==> src/rtl/fpa_pkg.sv <==
// rtl/fpa_pkg.sv - shared FP32 types, constants and state encoding for the adder arbiter
package fpa_pkg;

    localparam int FP_W        = 32;
    localparam int FP_SIGN_BIT = FP_W - 1;

    typedef logic [FP_W-1:0] fp32_t;

    typedef enum logic [1:0] {
        RUN   = 2'd0,
        DRAIN = 2'd1,
        DONE  = 2'd2
    } fpa_arb_state_t;

    // Flipping only the sign bit turns A + B into A - B without touching NaN payloads.
    function automatic fp32_t fp_negate(input fp32_t x);
        fp32_t r;
        r              = x;
        r[FP_SIGN_BIT] = ~x[FP_SIGN_BIT];
        return r;
    endfunction

endpackage

==> src/rtl/fpa_arbiter_if.sv <==
// rtl/fpa_arbiter_if.sv - requester-side operation and response bundle for fpa_arbiter
interface fpa_arbiter_if
    import fpa_pkg::*;
#(
    parameter int NUM_REQ = 4
) ();

    logic [NUM_REQ-1:0]      req_valid;
    logic [NUM_REQ-1:0]      req_ready;
    logic [NUM_REQ*FP_W-1:0] req_a;
    logic [NUM_REQ*FP_W-1:0] req_b;
    logic [NUM_REQ-1:0]      req_op;
    logic [NUM_REQ-1:0]      rsp_valid;
    fp32_t                   rsp_sum;
    logic                    rsp_overflow;

    modport master (
        output req_valid,
        output req_a,
        output req_b,
        output req_op,
        input  req_ready,
        input  rsp_valid,
        input  rsp_sum,
        input  rsp_overflow
    );

    modport slave (
        input  req_valid,
        input  req_a,
        input  req_b,
        input  req_op,
        output req_ready,
        output rsp_valid,
        output rsp_sum,
        output rsp_overflow
    );

endinterface

==> src/rtl/rr_arbiter.sv <==
// rtl/rr_arbiter.sv - one-hot round-robin grant: first request at or above ptr, wrapping
module rr_arbiter #(
    parameter int N = 4
) (
    input  logic [N-1:0]          req,
    input  logic [$clog2(N)-1:0]  ptr,
    output logic [N-1:0]          gnt
);

    localparam int ID_W = $clog2(N);

    logic [ID_W:0]   pos;
    logic [ID_W-1:0] idx;
    logic            found;

    // pos = (ptr + k) mod N; ptr < N and k < N so one conditional subtract suffices.
    always_comb begin
        gnt   = '0;
        pos   = '0;
        idx   = '0;
        found = 1'b0;
        for (int k = 0; k < N; k++) begin
            pos = {1'b0, ptr} + (ID_W+1)'(k);
            if (pos >= (ID_W+1)'(N)) begin
                pos = pos - (ID_W+1)'(N);
            end
            idx = pos[ID_W-1:0];
            if (!found && req[idx]) begin
                gnt[idx] = 1'b1;
                found    = 1'b1;
            end
        end
    end

endmodule

==> src/rtl/fpa_arbiter.sv <==
// rtl/fpa_arbiter.sv - round-robin sharing of one registered FP32 adder; FPA_ARB_SUB_EN enables subtract
module fpa_arbiter
    import fpa_pkg::*;
#(
    parameter int NUM_REQ = 4,
    parameter int FPA_LAT = 2
) (
    input  logic         clk,
    input  logic         reset,
    fpa_arbiter_if.slave req_if,
    input  logic         flush,
    output logic         flush_done,
    output logic         fpa_en,
    output fp32_t        fpa_a,
    output fp32_t        fpa_b,
    input  fp32_t        fpa_sum,
    input  logic         fpa_overflow
);

    localparam int ID_W  = $clog2(NUM_REQ);
    localparam int TAG_D = FPA_LAT + 1;

    fpa_arb_state_t     state_q;
    fpa_arb_state_t     state_d;
    logic [ID_W-1:0]    rr_ptr_q;
    logic [TAG_D-1:0]   tag_vld_q;
    logic [ID_W-1:0]    tag_id_q [TAG_D];

    logic               grant_en;
    logic               drain_last;
    logic [NUM_REQ-1:0] gnt;
    logic [NUM_REQ-1:0] ready;
    logic [NUM_REQ-1:0] rsp_vld;
    logic               hs;
    logic [ID_W-1:0]    gnt_id;
    logic               op_sel;
    fp32_t              a_sel;
    fp32_t              b_raw;
    fp32_t              b_sel;

    rr_arbiter #(
        .N(NUM_REQ)
    ) u_rr (
        .req(req_if.req_valid),
        .ptr(rr_ptr_q),
        .gnt(gnt)
    );

    always_ff @(posedge clk or negedge reset) begin
        if (!reset) begin
            state_q <= RUN;
        end else begin
            state_q <= state_d;
        end
    end

    // Leave DRAIN while the final tag sits in the last stage, so flush_done
    // rises the cycle right after the last response.
    assign drain_last = ~|tag_vld_q[TAG_D-2:0];

    always_comb begin
        state_d = state_q;
        unique case (state_q)
            RUN:     if (flush)      state_d = DRAIN;
            DRAIN:   if (drain_last) state_d = DONE;
            DONE:    if (!flush)     state_d = RUN;
            default:                 state_d = RUN;
        endcase
    end

    always_comb begin
        grant_en   = 1'b0;
        flush_done = 1'b0;
        unique case (state_q)
            RUN:     grant_en   = reset && !flush;
            DONE:    flush_done = 1'b1;
            default: grant_en   = 1'b0;
        endcase
    end

    assign ready            = grant_en ? gnt : '0;
    assign hs               = |(req_if.req_valid & ready);
    assign req_if.req_ready = ready;

    always_comb begin
        gnt_id = '0;
        a_sel  = '0;
        b_raw  = '0;
        op_sel = 1'b0;
        for (int i = 0; i < NUM_REQ; i++) begin
            if (gnt[i]) begin
                gnt_id = ID_W'(i);
                a_sel  = req_if.req_a[i*FP_W +: FP_W];
                b_raw  = req_if.req_b[i*FP_W +: FP_W];
                op_sel = req_if.req_op[i];
            end
        end
    end

`ifdef FPA_ARB_SUB_EN
    assign b_sel = op_sel ? fp_negate(b_raw) : b_raw;
`else
    logic unused_op;
    assign unused_op = op_sel;
    assign b_sel     = b_raw;
`endif

    always_ff @(posedge clk or negedge reset) begin
        if (!reset) begin
            rr_ptr_q  <= '0;
            fpa_a     <= '0;
            fpa_b     <= '0;
            tag_vld_q <= '0;
            for (int s = 0; s < TAG_D; s++) begin
                tag_id_q[s] <= '0;
            end
        end else begin
            tag_vld_q   <= {tag_vld_q[TAG_D-2:0], hs};
            tag_id_q[0] <= gnt_id;
            for (int s = 1; s < TAG_D; s++) begin
                tag_id_q[s] <= tag_id_q[s-1];
            end
            if (hs) begin
                rr_ptr_q <= (gnt_id == ID_W'(NUM_REQ-1)) ? '0 : gnt_id + ID_W'(1);
                fpa_a    <= a_sel;
                fpa_b    <= b_sel;
            end
        end
    end

    // The adder only needs clocking while something is in flight or entering.
    assign fpa_en = hs | (|tag_vld_q);

    always_comb begin
        rsp_vld = '0;
        for (int i = 0; i < NUM_REQ; i++) begin
            rsp_vld[i] = tag_vld_q[TAG_D-1] && (tag_id_q[TAG_D-1] == ID_W'(i));
        end
    end

    assign req_if.rsp_valid    = rsp_vld;
    assign req_if.rsp_sum      = fpa_sum;
    assign req_if.rsp_overflow = fpa_overflow;

endmodule

==> src/flat_wrapper.sv <==
// flat-port wrapper written by rule: the top's interface ports become plain ports
module fpa_arbiter_flat import fpa_pkg::*;
#(
    parameter int NUM_REQ = 4,
    parameter int FPA_LAT = 2
)
  (clk, reset, flush, flush_done, fpa_en, fpa_a, fpa_b, fpa_sum, fpa_overflow, req_if_req_valid, req_if_req_a, req_if_req_b, req_if_req_op, req_if_req_ready, req_if_rsp_valid, req_if_rsp_sum, req_if_rsp_overflow);
  fpa_arbiter_if #(.NUM_REQ(NUM_REQ)) req_if_i ();
  input  logic clk;
  input  logic reset;
  input  logic flush;
  output logic flush_done;
  output logic fpa_en;
  output fp32_t fpa_a;
  output fp32_t fpa_b;
  input  fp32_t fpa_sum;
  input  logic fpa_overflow;
  input wire logic [$bits(req_if_i.req_valid)-1:0] req_if_req_valid;
  input wire logic [$bits(req_if_i.req_a)-1:0] req_if_req_a;
  input wire logic [$bits(req_if_i.req_b)-1:0] req_if_req_b;
  input wire logic [$bits(req_if_i.req_op)-1:0] req_if_req_op;
  output wire logic [$bits(req_if_i.req_ready)-1:0] req_if_req_ready;
  output wire logic [$bits(req_if_i.rsp_valid)-1:0] req_if_rsp_valid;
  output wire logic [$bits(req_if_i.rsp_sum)-1:0] req_if_rsp_sum;
  output wire logic [$bits(req_if_i.rsp_overflow)-1:0] req_if_rsp_overflow;
  assign req_if_i.req_valid = req_if_req_valid;
  assign req_if_i.req_a = req_if_req_a;
  assign req_if_i.req_b = req_if_req_b;
  assign req_if_i.req_op = req_if_req_op;
  assign req_if_req_ready = req_if_i.req_ready;
  assign req_if_rsp_valid = req_if_i.rsp_valid;
  assign req_if_rsp_sum = req_if_i.rsp_sum;
  assign req_if_rsp_overflow = req_if_i.rsp_overflow;
  fpa_arbiter #(.NUM_REQ(NUM_REQ), .FPA_LAT(FPA_LAT)) u_core (.clk(clk), .reset(reset), .req_if(req_if_i), .flush(flush), .flush_done(flush_done), .fpa_en(fpa_en), .fpa_a(fpa_a), .fpa_b(fpa_b), .fpa_sum(fpa_sum), .fpa_overflow(fpa_overflow));
endmodule
==> config.mk <==
export PLATFORM = sky130hd
export DESIGN_NAME = fpa_arbiter_flat
export DESIGN_NICKNAME = d
export VERILOG_FILES = /design/src/rtl/fpa_pkg.sv /design/src/rtl/fpa_arbiter_if.sv /design/src/rtl/rr_arbiter.sv /design/src/rtl/fpa_arbiter.sv /design/src/flat_wrapper.sv
export SDC_FILE = /design/constraint.sdc
export NUM_CORES = 1
export LEC_CHECK = 0
export BUFFER_PORTS_ARGS = -buffer_cell sky130_fd_sc_hd__clkbuf_2
export CORE_AREA = 2 2 156 158
export CTS_BUF_LIST = sky130_fd_sc_hd__clkbuf_4
export DETAILED_ROUTE_END_ITERATION = 8
export DIE_AREA = 0 0 158 160
export MAX_ROUTING_LAYER = met4
export PLACE_DENSITY = 0.53
export SYNTH_ARGS = -nofsm -noshare
export SYNTH_HDL_FRONTEND = slang
export SYNTH_SLANG_ARGS = --single-unit
==> constraint.sdc <==
create_clock -name clk -period 5.2 [get_ports clk]
set_clock_uncertainty 0.2 [all_clocks]
set_input_delay 1.3 -clock clk [delete_from_list [all_inputs] [get_ports clk]]
set_output_delay 1.3 -clock clk [all_outputs]
set_load 0.01 [all_outputs]
==> results of run 1 <==
[power by group through the flow]
stage	registers, uW	clock network (uW)	logic (uW)
after floorplan	1070	0	1990
after global placement	999	0	2920
after detailed placement	1000	0	2930
after CTS	996	465	2940
after global routing	1030	484	3240
final	994	428	2910
[sequential cells by signal, summed over array words and instances (netlist names)]
| signal | count |
|---|---|
| u_core.tag_id_q | 6 |
| u_core.state_q | 2 |
| u_core.tag_vld_q | 3 |
| u_core.rr_ptr_q | 2 |
| u_core.fpa_b | 32 |
| u_core.fpa_a | 32 |
[worst paths after layout]
check | to | slack, ns
max | fpa_en | 0.42
min | u_core.tag_id_q[2] | 0.16
max reg2reg | u_core.rr_ptr_q[1] | 1.37
min reg2reg | u_core.tag_id_q[2] | 0.16
max in group asynchronous | u_core.fpa_a[23] | 3.66
min in group asynchronous | u_core.fpa_b[20] | 0.69
[cells by family (layout without fill, tap and decap cells)]
| kind of cell | count (synthesis) | after routing | share of synthesized area [%] |
|---|---|---|---|
| flip-flops | 77 | 77 | 38.7 |
| other | 0 | 1 | 0 |
| AO/OA/AOI/OAI | 209 | 209 | 33.6 |
| AND/OR/NAND/NOR | 164 | 164 | 14.1 |
| buffers and inverters | 86 | 368 | 9.82 |
| multiplexers | 5 | 5 | 2.03 |
| adder cells (fa/ha/maj) | 7 | 7 | 1.76 |
[critical path, cell delays in order]
cell and delay [ns]:
clkbuf_2 0.11, mux4_2 0.60, a21oi_1 0.16, a2bb2oi_1 0.22
a21boi_1 0.14, o41ai_4 0.48, nand3b_1 0.11, clkbuf_2 0.15
[cell type report]
| cell class | count | area, sq um |
|---|---|---|
| clock inverters | 7 | 90.1 |
| clock buffers | 9 | 67.6 |
| inverters | 4 | 15.0 |
| flip-flops and latches | 77 | 1930 |
| multi-input cells | 385 | 2580 |
| repair buffers | 348 | 1790 |
| fillers | 2663 | 16900 |
| diodes | 1 | 2.50 |
| well taps | 324 | 405 |
[stage by stage]
step           hold slack (ns)  utilization (%)
6_report                 0.162             28.9
5_1_grt                  0.177             28.9
4_1_cts                  0.167             28.9
3_5_place_dp             0.137             28.2
3_3_place_gp             0.133             28.2
2_1_floorplan            0.131                -
[layout by cell type (no fill, tap or decap), types with 2 or more instances in the layout]
cell / count
a21boi_1: 3
a21o_1: 64
a21oi_1: 4
a221oi_1: 64
a2bb2oi_1: 2
and2_1: 2
buf_4: 12
bufinv_16: 2
clkbuf_2: 335
clkbuf_4: 9
clkinv_2: 2
dfrtp_1: 77
ha_1: 7
inv_1: 3
mux4_2: 4
nand2_1: 73
nor2_1: 70
nor2b_1: 4
o31ai_1: 65
[per-layer routing]
layer / track usage, % / vias up / part of all wire (%)
met5: - / - / 0
met4: 4.87 / 0 / 1.9
met3: 3.53 / 22 / 7.1
met2: 24.7 / 235 / 50
met1: 16.5 / 2476 / 41
li1: - / 2566 / -
==> impl_metrics.env, run 1 <==
export IMPL_ys_warn_count=0
export IMPL_r2r_start="u_core.rr_ptr_q[0]"
export IMPL_place_ws_ns=0.450
export IMPL_gr_total_overflow=0
export IMPL_synth_edf_count=0
export IMPL_antenna_found_initial=1
export IMPL_relSlewSlack_pct=47.9
export IMPL_setup_viol=0
export IMPL_via_per_inst=4.59
export IMPL_die_y_um=160
export IMPL_status="complete, no violations"
export IMPL_finalCritPeriodShare_pct=92.0
export IMPL_num_rows=57
export IMPL_finalPower_uw=4330
export IMPL_drc=0
export IMPL_cts_clk_slew_worst_paths_ns=0.12
export IMPL_seqPwrFrac_pct=22.9
export IMPL_p_int_uw=2230
export IMPL_yosysTopAreaCellShare_pct=38.7
export IMPL_drt_iter0_markers=231
export IMPL_firstDrtPassIters=4
export IMPL_post_drt_wl_per_cell_um=15.6
export IMPL_cts_tree="done"
export IMPL_clk_latency_ns=0.43
export IMPL_worst_pin_slew_ns=0.781
export IMPL_area_growth_pct=38.1
export IMPL_fmax_mhz=209
export IMPL_p_comb_share_pct=67.2
export IMPL_post_cts_setup_buffer_count=0
export IMPL_cts_buffer_depth=2
export IMPL_avgSynthCellArea_sq_um=9.09
export IMPL_fin_tns_setup_ns=0
export IMPL_root_buffer="clkbuf_4"
export IMPL_worstHoldStart="u_core.tag_id_q[4]"
export IMPL_synth_main_ff_cell="dfrtp_1"
export IMPL_pin_count=407
export IMPL_grt_pass1_vias=5265
export IMPL_crit_type="input port to primary output"
export IMPL_dp_cells=1138
export IMPL_dieArea_sq_mm=0.0253
export IMPL_cts_buffers=9
export IMPL_rsz0062_at_grt="false"
export IMPL_required_ns=3.70
export IMPL_hold_depth=0
export IMPL_ys_types=38
export IMPL_drive_above_1_share_pct=45.7
export IMPL_fin_crit_ns=4.78
export IMPL_synthTopCellsByCount="77 x dfrtp_1, 74 x nand2_1, 70 x nor2_1"
export IMPL_layout_nets=1132
export IMPL_worstPathArrival_ns=3.28
export IMPL_core_area_sq_mm=0.0238
export IMPL_routed_wl_um=18100
export IMPL_maxSlewViolCount=0
export IMPL_synth_area_sq_mm=0.00498
export IMPL_vias=5299
export IMPL_final_hold_violation_count=0
export IMPL_place_congestion=0.801
export IMPL_yosys_top_cells_area="dfrtp_1 39%, a221oi_1 11%, o31ai_1 9.8%"
export IMPL_reg2reg_depth=10
export IMPL_cts_sinks=77
export IMPL_initial_core_util_pct=20.9
export IMPL_setup_ws_ns=0.418
export IMPL_ys_seq_elements=77
export IMPL_cts_resized=0
export IMPL_die_w_um=158
export IMPL_syn_inst=548
export IMPL_io_buffers=336
export IMPL_synth_area_leader_cell="dfrtp_1"
export IMPL_maxCapViolations=0
export IMPL_htree_levels=3
export IMPL_swShare_pct=48.4
export IMPL_grt_pass1_wl_um=27800
export IMPL_postRouteAntennaNets=0
export IMPL_synth_most_common_cell="dfrtp_1"
export IMPL_grtUsageTotal_pct=14.5
export IMPL_dpl_instance_area_sq_mm=0.00672
export IMPL_p_sw_uw=2100
export IMPL_hpwl_um=14000
export IMPL_cp_end_kind="primary output"
export IMPL_irDropWorstVdd_mv=0.506
export IMPL_grt_max_degree=132
export IMPL_power_density_mw_per_mm2=629
export IMPL_hp_class="register to register"
export IMPL_critPathLaunch="req_if_req_valid[3]"
export IMPL_synth_async_sr_flop_share_pct=100
export IMPL_crit_fanout=10
export IMPL_stdcell_count=1155
export IMPL_yosysSeqAreaShare_pct=38.7
export IMPL_design_area_sq_mm=0.00688
export IMPL_clockPowerShare_pct=9.9
export IMPL_leakage_uw=0.00385
export IMPL_cp_start_kind="input port"
export IMPL_synthesis_nets=855
export IMPL_ctsHoldBuffers=0
Note: power is estimated with default switching activity, not from simulation.
==> run 2: changes to the inputs <==
--- a/config.mk
+++ b/config.mk
@@ -5,13 +5,14 @@
 export SDC_FILE = /design/constraint.sdc
 export NUM_CORES = 1
 export LEC_CHECK = 0
+export ABC_AREA = 1
 export BUFFER_PORTS_ARGS = -buffer_cell sky130_fd_sc_hd__clkbuf_2
-export CORE_AREA = 2 2 156 158
+export CORE_AREA = 2 2 159 161
 export CTS_BUF_LIST = sky130_fd_sc_hd__clkbuf_4
 export DETAILED_ROUTE_END_ITERATION = 8
-export DIE_AREA = 0 0 158 160
+export DIE_AREA = 0 0 161 163
 export MAX_ROUTING_LAYER = met4
-export PLACE_DENSITY = 0.53
+export PLACE_DENSITY = 0.57
 export SYNTH_ARGS = -nofsm -noshare
 export SYNTH_HDL_FRONTEND = slang
 export SYNTH_SLANG_ARGS = --single-unit
==> impl_metrics.env, run 2 <==
export IMPL_status="complete, no violations"
export IMPL_hpwl_um=17000
export IMPL_synth_main_ff_cell="dfrtp_1"
export IMPL_pin_count=407
export IMPL_critPathLaunch="u_core.rr_ptr_q[0]"
export IMPL_post_cts_setup_buffer_count=0
export IMPL_antenna_found_initial=1
export IMPL_avgSynthCellArea_sq_um=7.13
export IMPL_critPathBufInv=5
export IMPL_setup_viol=0
export IMPL_place_congestion=0.872
export IMPL_hp_class="register to register"
export IMPL_area_growth_pct=27.7
export IMPL_path_cells="inv_4, ha_1, inv_1, nand3_1, nand2_1, nand2_4, nor2_4, nand2_1, nand3_4, buf_4, inv_2, nor2_1, clkbuf_2"
export IMPL_synth_edf_count=0
export IMPL_cts_buffer_depth=2
export IMPL_yosysTopAreaCellShare_pct=30.7
export IMPL_yosys_top_cells_area="dfrtp_1 31%, nand3_1 15%, nand2_1 14%"
export IMPL_worst_pin_slew_ns=0.802
export IMPL_design_area_sq_mm=0.00802
export IMPL_core_area_sq_mm=0.0247
export IMPL_dpl_instance_area_sq_mm=0.00789
export IMPL_rsz0062_at_grt="false"
export IMPL_mostFrequentLayoutCell="clkbuf_2"
export IMPL_grtUsageTotal_pct=17.8
export IMPL_dieArea_sq_mm=0.0262
export IMPL_ctsHoldBuffers=0
export IMPL_drive_above_1_share_pct=40.2
export IMPL_worstPathArrival_ns=2.93
export IMPL_syn_inst=881
export IMPL_slowest_stage="dfrtp_1"
export IMPL_firstDrtPassIters=5
export IMPL_ys_warn_count=0
export IMPL_fmax_mhz=226
export IMPL_fin_tns_setup_ns=0
export IMPL_cp_start_kind="register"
export IMPL_crit_fanout=32
export IMPL_drc=0
export IMPL_finalCritPeriodShare_pct=85.2
export IMPL_fillers=2722
export IMPL_die_y_um=163
export IMPL_root_buffer="clkbuf_4"
export IMPL_initial_core_util_pct=25.5
export IMPL_grt_pass1_wl_um=35800
export IMPL_yosysSeqAreaShare_pct=30.7
export IMPL_via_per_inst=4.77
export IMPL_ys_types=32
export IMPL_gr_total_overflow=0
export IMPL_routed_wl_um=23800
export IMPL_synthesis_nets=1188
export IMPL_cts_resized=0
export IMPL_relSlewSlack_pct=46.5
export IMPL_postRouteAntennaNets=0
export IMPL_worstHoldStart="u_core.tag_id_q[4]"
export IMPL_cts_tree="done"
export IMPL_cts_sinks=77
export IMPL_vias=7035
export IMPL_leakage_uw=0.00420
export IMPL_cts_buffers=9
export IMPL_drt_iter0_markers=361
export IMPL_final_hold_violation_count=0
export IMPL_cts_clk_slew_worst_paths_ns=0.12
export IMPL_layout_nets=1447
export IMPL_synth_area_sq_mm=0.00628
export IMPL_grt_pass1_vias=6836
export IMPL_cp_end_kind="primary output"
export IMPL_io_buffers=336
export IMPL_die_w_um=161
export IMPL_required_ns=3.70
export IMPL_synth_most_common_cell="nand2_1"
export IMPL_irDropWorstVdd_mv=0.509
export IMPL_synth_area_leader_cell="dfrtp_1"
export IMPL_crit_type="register to primary output"
export IMPL_grt_max_degree=68
export IMPL_maxCapViolations=0
export IMPL_synth_async_sr_flop_share_pct=100
export IMPL_htree_levels=3
export IMPL_clk_latency_ns=0.42
export IMPL_maxSlewViolCount=0
export IMPL_power_density_mw_per_mm2=657
export IMPL_critPathMaxStageDelay_ns=0.62
export IMPL_ys_seq_elements=77
export IMPL_synthTopCellsByCount="231 x nand2_1, 185 x nand3_1, 77 x dfrtp_1"
export IMPL_num_rows=58
export IMPL_fin_crit_ns=4.43
export IMPL_cp_common_cell="nand2_1"
export IMPL_post_drt_wl_per_cell_um=16.2
export IMPL_layout_common_cells="335 x clkbuf_2, 229 x nand2_1, 185 x nand3_1, 77 x dfrtp_1, 65 x a21oi_1"
export IMPL_top_regs="u_core.fpa_a x32, u_core.fpa_b x32, u_core.tag_id_q x6"
export IMPL_r2r_start="u_core.rr_ptr_q[0]"
export IMPL_cp_top_family="buffers and inverters"
## run 2: cell count changes after synthesis, sizes merged, moves of 8 or more
| cell | before | now |
|---|---|---|
| or2 | 0 | 64 |
| a21boi | 3 | 64 |
| inv | 4 | 21 |
| o31ai | 65 | 1 |
| a221oi | 64 | 0 |
| nor2 | 71 | 12 |
| a21o | 64 | 0 |
| nand2 | 74 | 238 |
| a21oi | 4 | 65 |
| clkbuf | 16 | 24 |
| buf | 66 | 79 |
| nand3 | 2 | 219 |
## run 2: where the power goes
group          internal [uW]  leakage, uW  total (uW)  switching (uW)
Combinational           1260      0.00313        3930            2670
Sequential               829     0.000998         971             142
Clock                    147    0.0000689         368             221
## run 2: layout make-up
cell class / count / area, sq um / area share, %
clock inverter: 6 / 53.8 / 0.671
antenna: 1 / 2.50 / 0.0312
sequential: 77 / 1930 / 24.0
multi-input combinational: 680 / 3660 / 45.6
clock buffer: 10 / 75.1 / 0.936
tap: 330 / 413 / 5.15
inverter: 21 / 81.3 / 1.01
timing repair buffer: 351 / 1810 / 22.6
## run 2: routing by layer
metal / routed length [um] / vias to the layer above / share of wire (%) / track usage, %
met5: 0 / - / 0 / -
met4: 648 / 0 / 2.7 / 6.74
met3: 1630 / 46 / 6.8 / 3.26
met1: 9910 / 3255 / 42 / 20.2
li1: - / 3425 / - / -
met2: 11600 / 309 / 49 / 31.4
## run 2: worst register-to-register path, stage by stage (launching register included)
cell and delay [ns]:
dfrtp_1 0.62, inv_4 0.13, ha_1 0.36, inv_1 0.08, nand3_1 0.09, nand2_1 0.13
nand3_1 0.10, nand2_1 0.05, inv_1 0.09, nand3_4 0.09, buf_4 0.27, nor2_4 0.45
buf_4 0.58, nand2_1 0.24, nand3_1 0.11, nand3_1 0.08, nand2_1 0.08
## run 2: metrics by stage
step	util, %	power (uW)	cells	worst slack, ns	hold slack, ns
after floorplan	-	3830	881	1.05	0.131
after global placement	32.0	4880	1459	0.811	0.132
after detailed placement	32.0	4910	1459	0.781	0.136
after CTS	32.5	5300	1475	0.710	0.164
after global routing	32.5	5780	1476	0.531	0.178
final	32.5	5270	1476	0.770	0.160
## run 2: final timing paths
check | to | slack, ns | cells after the start
worst max-delay path | req_if_req_ready[2] | 0.77 | 13
worst min-delay path | u_core.tag_id_q[2] | 0.16 | 0
worst max register to register | u_core.fpa_a[3] | 1.41 | 16
worst min register to register | u_core.tag_id_q[2] | 0.16 | 0
max in group asynchronous | u_core.fpa_b[0] | 3.05 | 3
min in group asynchronous | u_core.fpa_a[24] | 0.77 | 2
## run 2: kinds of logic (layout without fill, tap and decap cells)
group / count (synthesis) / in the layout / share of synthesized area, %
other: 0 / 1 / 0
and+or+nand+nor: 539 / 539 / 43.1
DFF: 77 / 77 / 30.7
adders and majority gates: 7 / 7 / 1.39
AOI/OAI and AO/OA: 134 / 134 / 13.3
buffers and inverters: 124 / 388 / 11.5
==> run 3: changes to the inputs <==
--- a/config.mk
+++ b/config.mk
@@ -13,6 +13,7 @@
 export DIE_AREA = 0 0 161 163
 export MAX_ROUTING_LAYER = met4
 export PLACE_DENSITY = 0.57
+export SKIP_CTS_REPAIR_TIMING = 1
 export SYNTH_ARGS = -nofsm -noshare
 export SYNTH_HDL_FRONTEND = slang
 export SYNTH_SLANG_ARGS = --single-unit
==> constraint.sdc (replaced) <==
create_clock -name clk -period 5.2 [get_ports clk]
set_clock_uncertainty 0.2 [all_clocks]
set_input_delay 1.04 -clock clk [delete_from_list [all_inputs] [get_ports clk]]
set_output_delay 1.04 -clock clk [all_outputs]
set_load 0.01 [all_outputs]
==> impl_metrics.env, run 3 (same netlist as run 2, synthesis figures left out) <==
export IMPL_drc=0
export IMPL_timing_reg2reg_setup_slack_ns=0.97
export IMPL_leakage_uw=0.00419
export IMPL_hold_path_end="u_core.tag_id_q[1]"
export IMPL_routed_wl_um=23500
export IMPL_area_growth_pct=27.5
export IMPL_crit_fanout=32
export IMPL_htree_levels=3
export IMPL_p_comb_share_pct=74.2
export IMPL_path_cells="inv_1, ha_1, inv_1, nand3_1, nand2_1, nand2_4, nor2_1, nand2_1, nand3_4, buf_4, nand3_1, nand2_2, nor2_4, nand3_1, clkbuf_2"
export IMPL_firstDrtPassIters=4
export IMPL_fmax_mhz=225
export IMPL_initial_core_util_pct=25.5
export IMPL_dp_cells=1458
export IMPL_maxCapViolations=0
export IMPL_vias=7038
export IMPL_fin_crit_ns=4.44
export IMPL_required_ns=3.96
export IMPL_die_w_um=161
export IMPL_post_drt_wl_per_cell_um=15.9
export IMPL_pin_count=407
export IMPL_die_y_um=163
export IMPL_gr_total_overflow=0
export IMPL_worst_pin_slew_ns=1.00
export IMPL_r2r_end="u_core.fpa_a[0]"
export IMPL_worstPathArrival_ns=3.20
export IMPL_cp_top_family="simple AND/OR/NAND/NOR gates"
export IMPL_core_area_sq_mm=0.0247
export IMPL_power_density_mw_per_mm2=656
export IMPL_cp_start_kind="register"
export IMPL_grtUsageTotal_pct=17.9
export IMPL_layout_common_cells="335 x clkbuf_2, 229 x nand2_1, 185 x nand3_1, 77 x dfrtp_1, 65 x a21oi_1"
export IMPL_grt_pass1_vias=6941
export IMPL_hpwl_um=16700
export IMPL_reg2reg_depth=15
export IMPL_setup_viol=0
export IMPL_seqPwrFrac_pct=18.6
export IMPL_layout_nets=1446
export IMPL_irDropWorstVdd_mv=0.512
export IMPL_dieArea_sq_mm=0.0262
export IMPL_drt_iter0_markers=425
export IMPL_antenna_found_initial=1
export IMPL_stdcell_count=1475
export IMPL_hp_class="register to register"
export IMPL_post_route_util_pct=32.5
export IMPL_cp_common_cell="nand3_1"
export IMPL_critPathMaxStageDelay_ns=0.49
export IMPL_cp_end_kind="primary output"
export IMPL_io_buffers=336
export IMPL_grt_pass1_wl_um=36100
export IMPL_rsz0062_at_grt="false"
export IMPL_grt_max_degree=68
export IMPL_cts_tree="done"
export IMPL_cts_clk_slew_worst_paths_ns=0.14
export IMPL_clk_latency_ns=0.44
export IMPL_hold_depth=0
export IMPL_slowest_stage="dfrtp_1"
export IMPL_num_rows=58
export IMPL_critPathBufInv=4
export IMPL_final_hold_violation_count=0
export IMPL_hold_slack_ns=0.134
export IMPL_p_sw_uw=3030
export IMPL_status="complete, no violations"
export IMPL_swShare_pct=57.7
export IMPL_top_regs="u_core.fpa_a x32, u_core.fpa_b x32, u_core.tag_id_q x6"
export IMPL_finalCritPeriodShare_pct=85.3
export IMPL_p_int_uw=2220
export IMPL_cts_sinks=77
export IMPL_fin_tns_setup_ns=0
export IMPL_place_congestion=0.830
export IMPL_drive_above_1_share_pct=40.3
export IMPL_via_per_inst=4.77
export IMPL_relSlewSlack_pct=33.2
export IMPL_root_buffer="clkbuf_4"
export IMPL_worstHoldStart="u_core.tag_id_q[3]"
export IMPL_maxSlewViolCount=0
export IMPL_place_ws_ns=0.742
export IMPL_r2r_start="u_core.rr_ptr_q[1]"
export IMPL_cts_buffer_depth=2
export IMPL_mostFrequentLayoutCell="clkbuf_2"
export IMPL_crit_type="register to primary output"
export IMPL_cts_buffers=9
export IMPL_clockPowerShare_pct=7.2
export IMPL_postRouteAntennaNets=0
export IMPL_setup_ws_ns=0.764
==> run 3: cell count changes in the layout (fill, tap and decap cells not counted) <==
cell	delta
buf_12	-1
clkinvlp_4	+2
clkbuf_4	-1
clkinv_2	+1
clkinv_1	-2
==> run 3: worst max-delay path by stage <==
stage                        startpoint          endpoint  slack (ns)  depth (start not counted)
floorplan           req_if_req_valid[3]            fpa_en        1.57                         13
finish               u_core.rr_ptr_q[1]            fpa_en        0.76                         15
CTS                  u_core.rr_ptr_q[1]            fpa_en        0.65                         14
global placement    req_if_req_valid[3]  u_core.fpa_a[13]        0.84                         14
global route         u_core.rr_ptr_q[1]            fpa_en        0.40                         14
detailed placement  req_if_req_valid[3]   u_core.fpa_a[0]        0.74                         14
==> run 3: power by group through the flow <==
| stage | logic, uW | registers [uW] | clock network [uW] |
|---|---|---|---|
| 3_5_place_dp | 3910 | 983 | 0 |
| 4_1_cts | 3910 | 975 | 407 |
| 3_3_place_gp | 3880 | 979 | 0 |
| 5_1_grt | 4350 | 1000 | 432 |
| 6_report | 3900 | 974 | 379 |
| 2_1_floorplan | 2780 | 1040 | 0 |
==> run 3: per-stage QoR <==
stage	power [uW]	instance area, sq um
4_1_cts	5300	8010
3_3_place_gp	4860	7870
6_report	5250	8010
2_1_floorplan	3830	6280
3_5_place_dp	4890	7870
5_1_grt	5790	8010
==> run 3: per-layer routing <==
metal	share of wire (%)	wire length [um]	track usage, %	vias up
met5	0	0	-	-
met4	3.5	820	7.75	0
met3	6.9	1610	3.85	52
met2	48	11300	30.4	314
met1	42	9750	20.4	3248
li1	-	-	-	3424
==> run 3: cell type report <==
class	instances	area [sq um]
timing repair buffer	350	1790
sequential	77	1930
tap	330	413
antenna	1	2.50
clock inverter	7	66.3
clock buffer	9	67.6
fill	2747	16700
multi-input combinational	680	3660
inverter	21	81.3
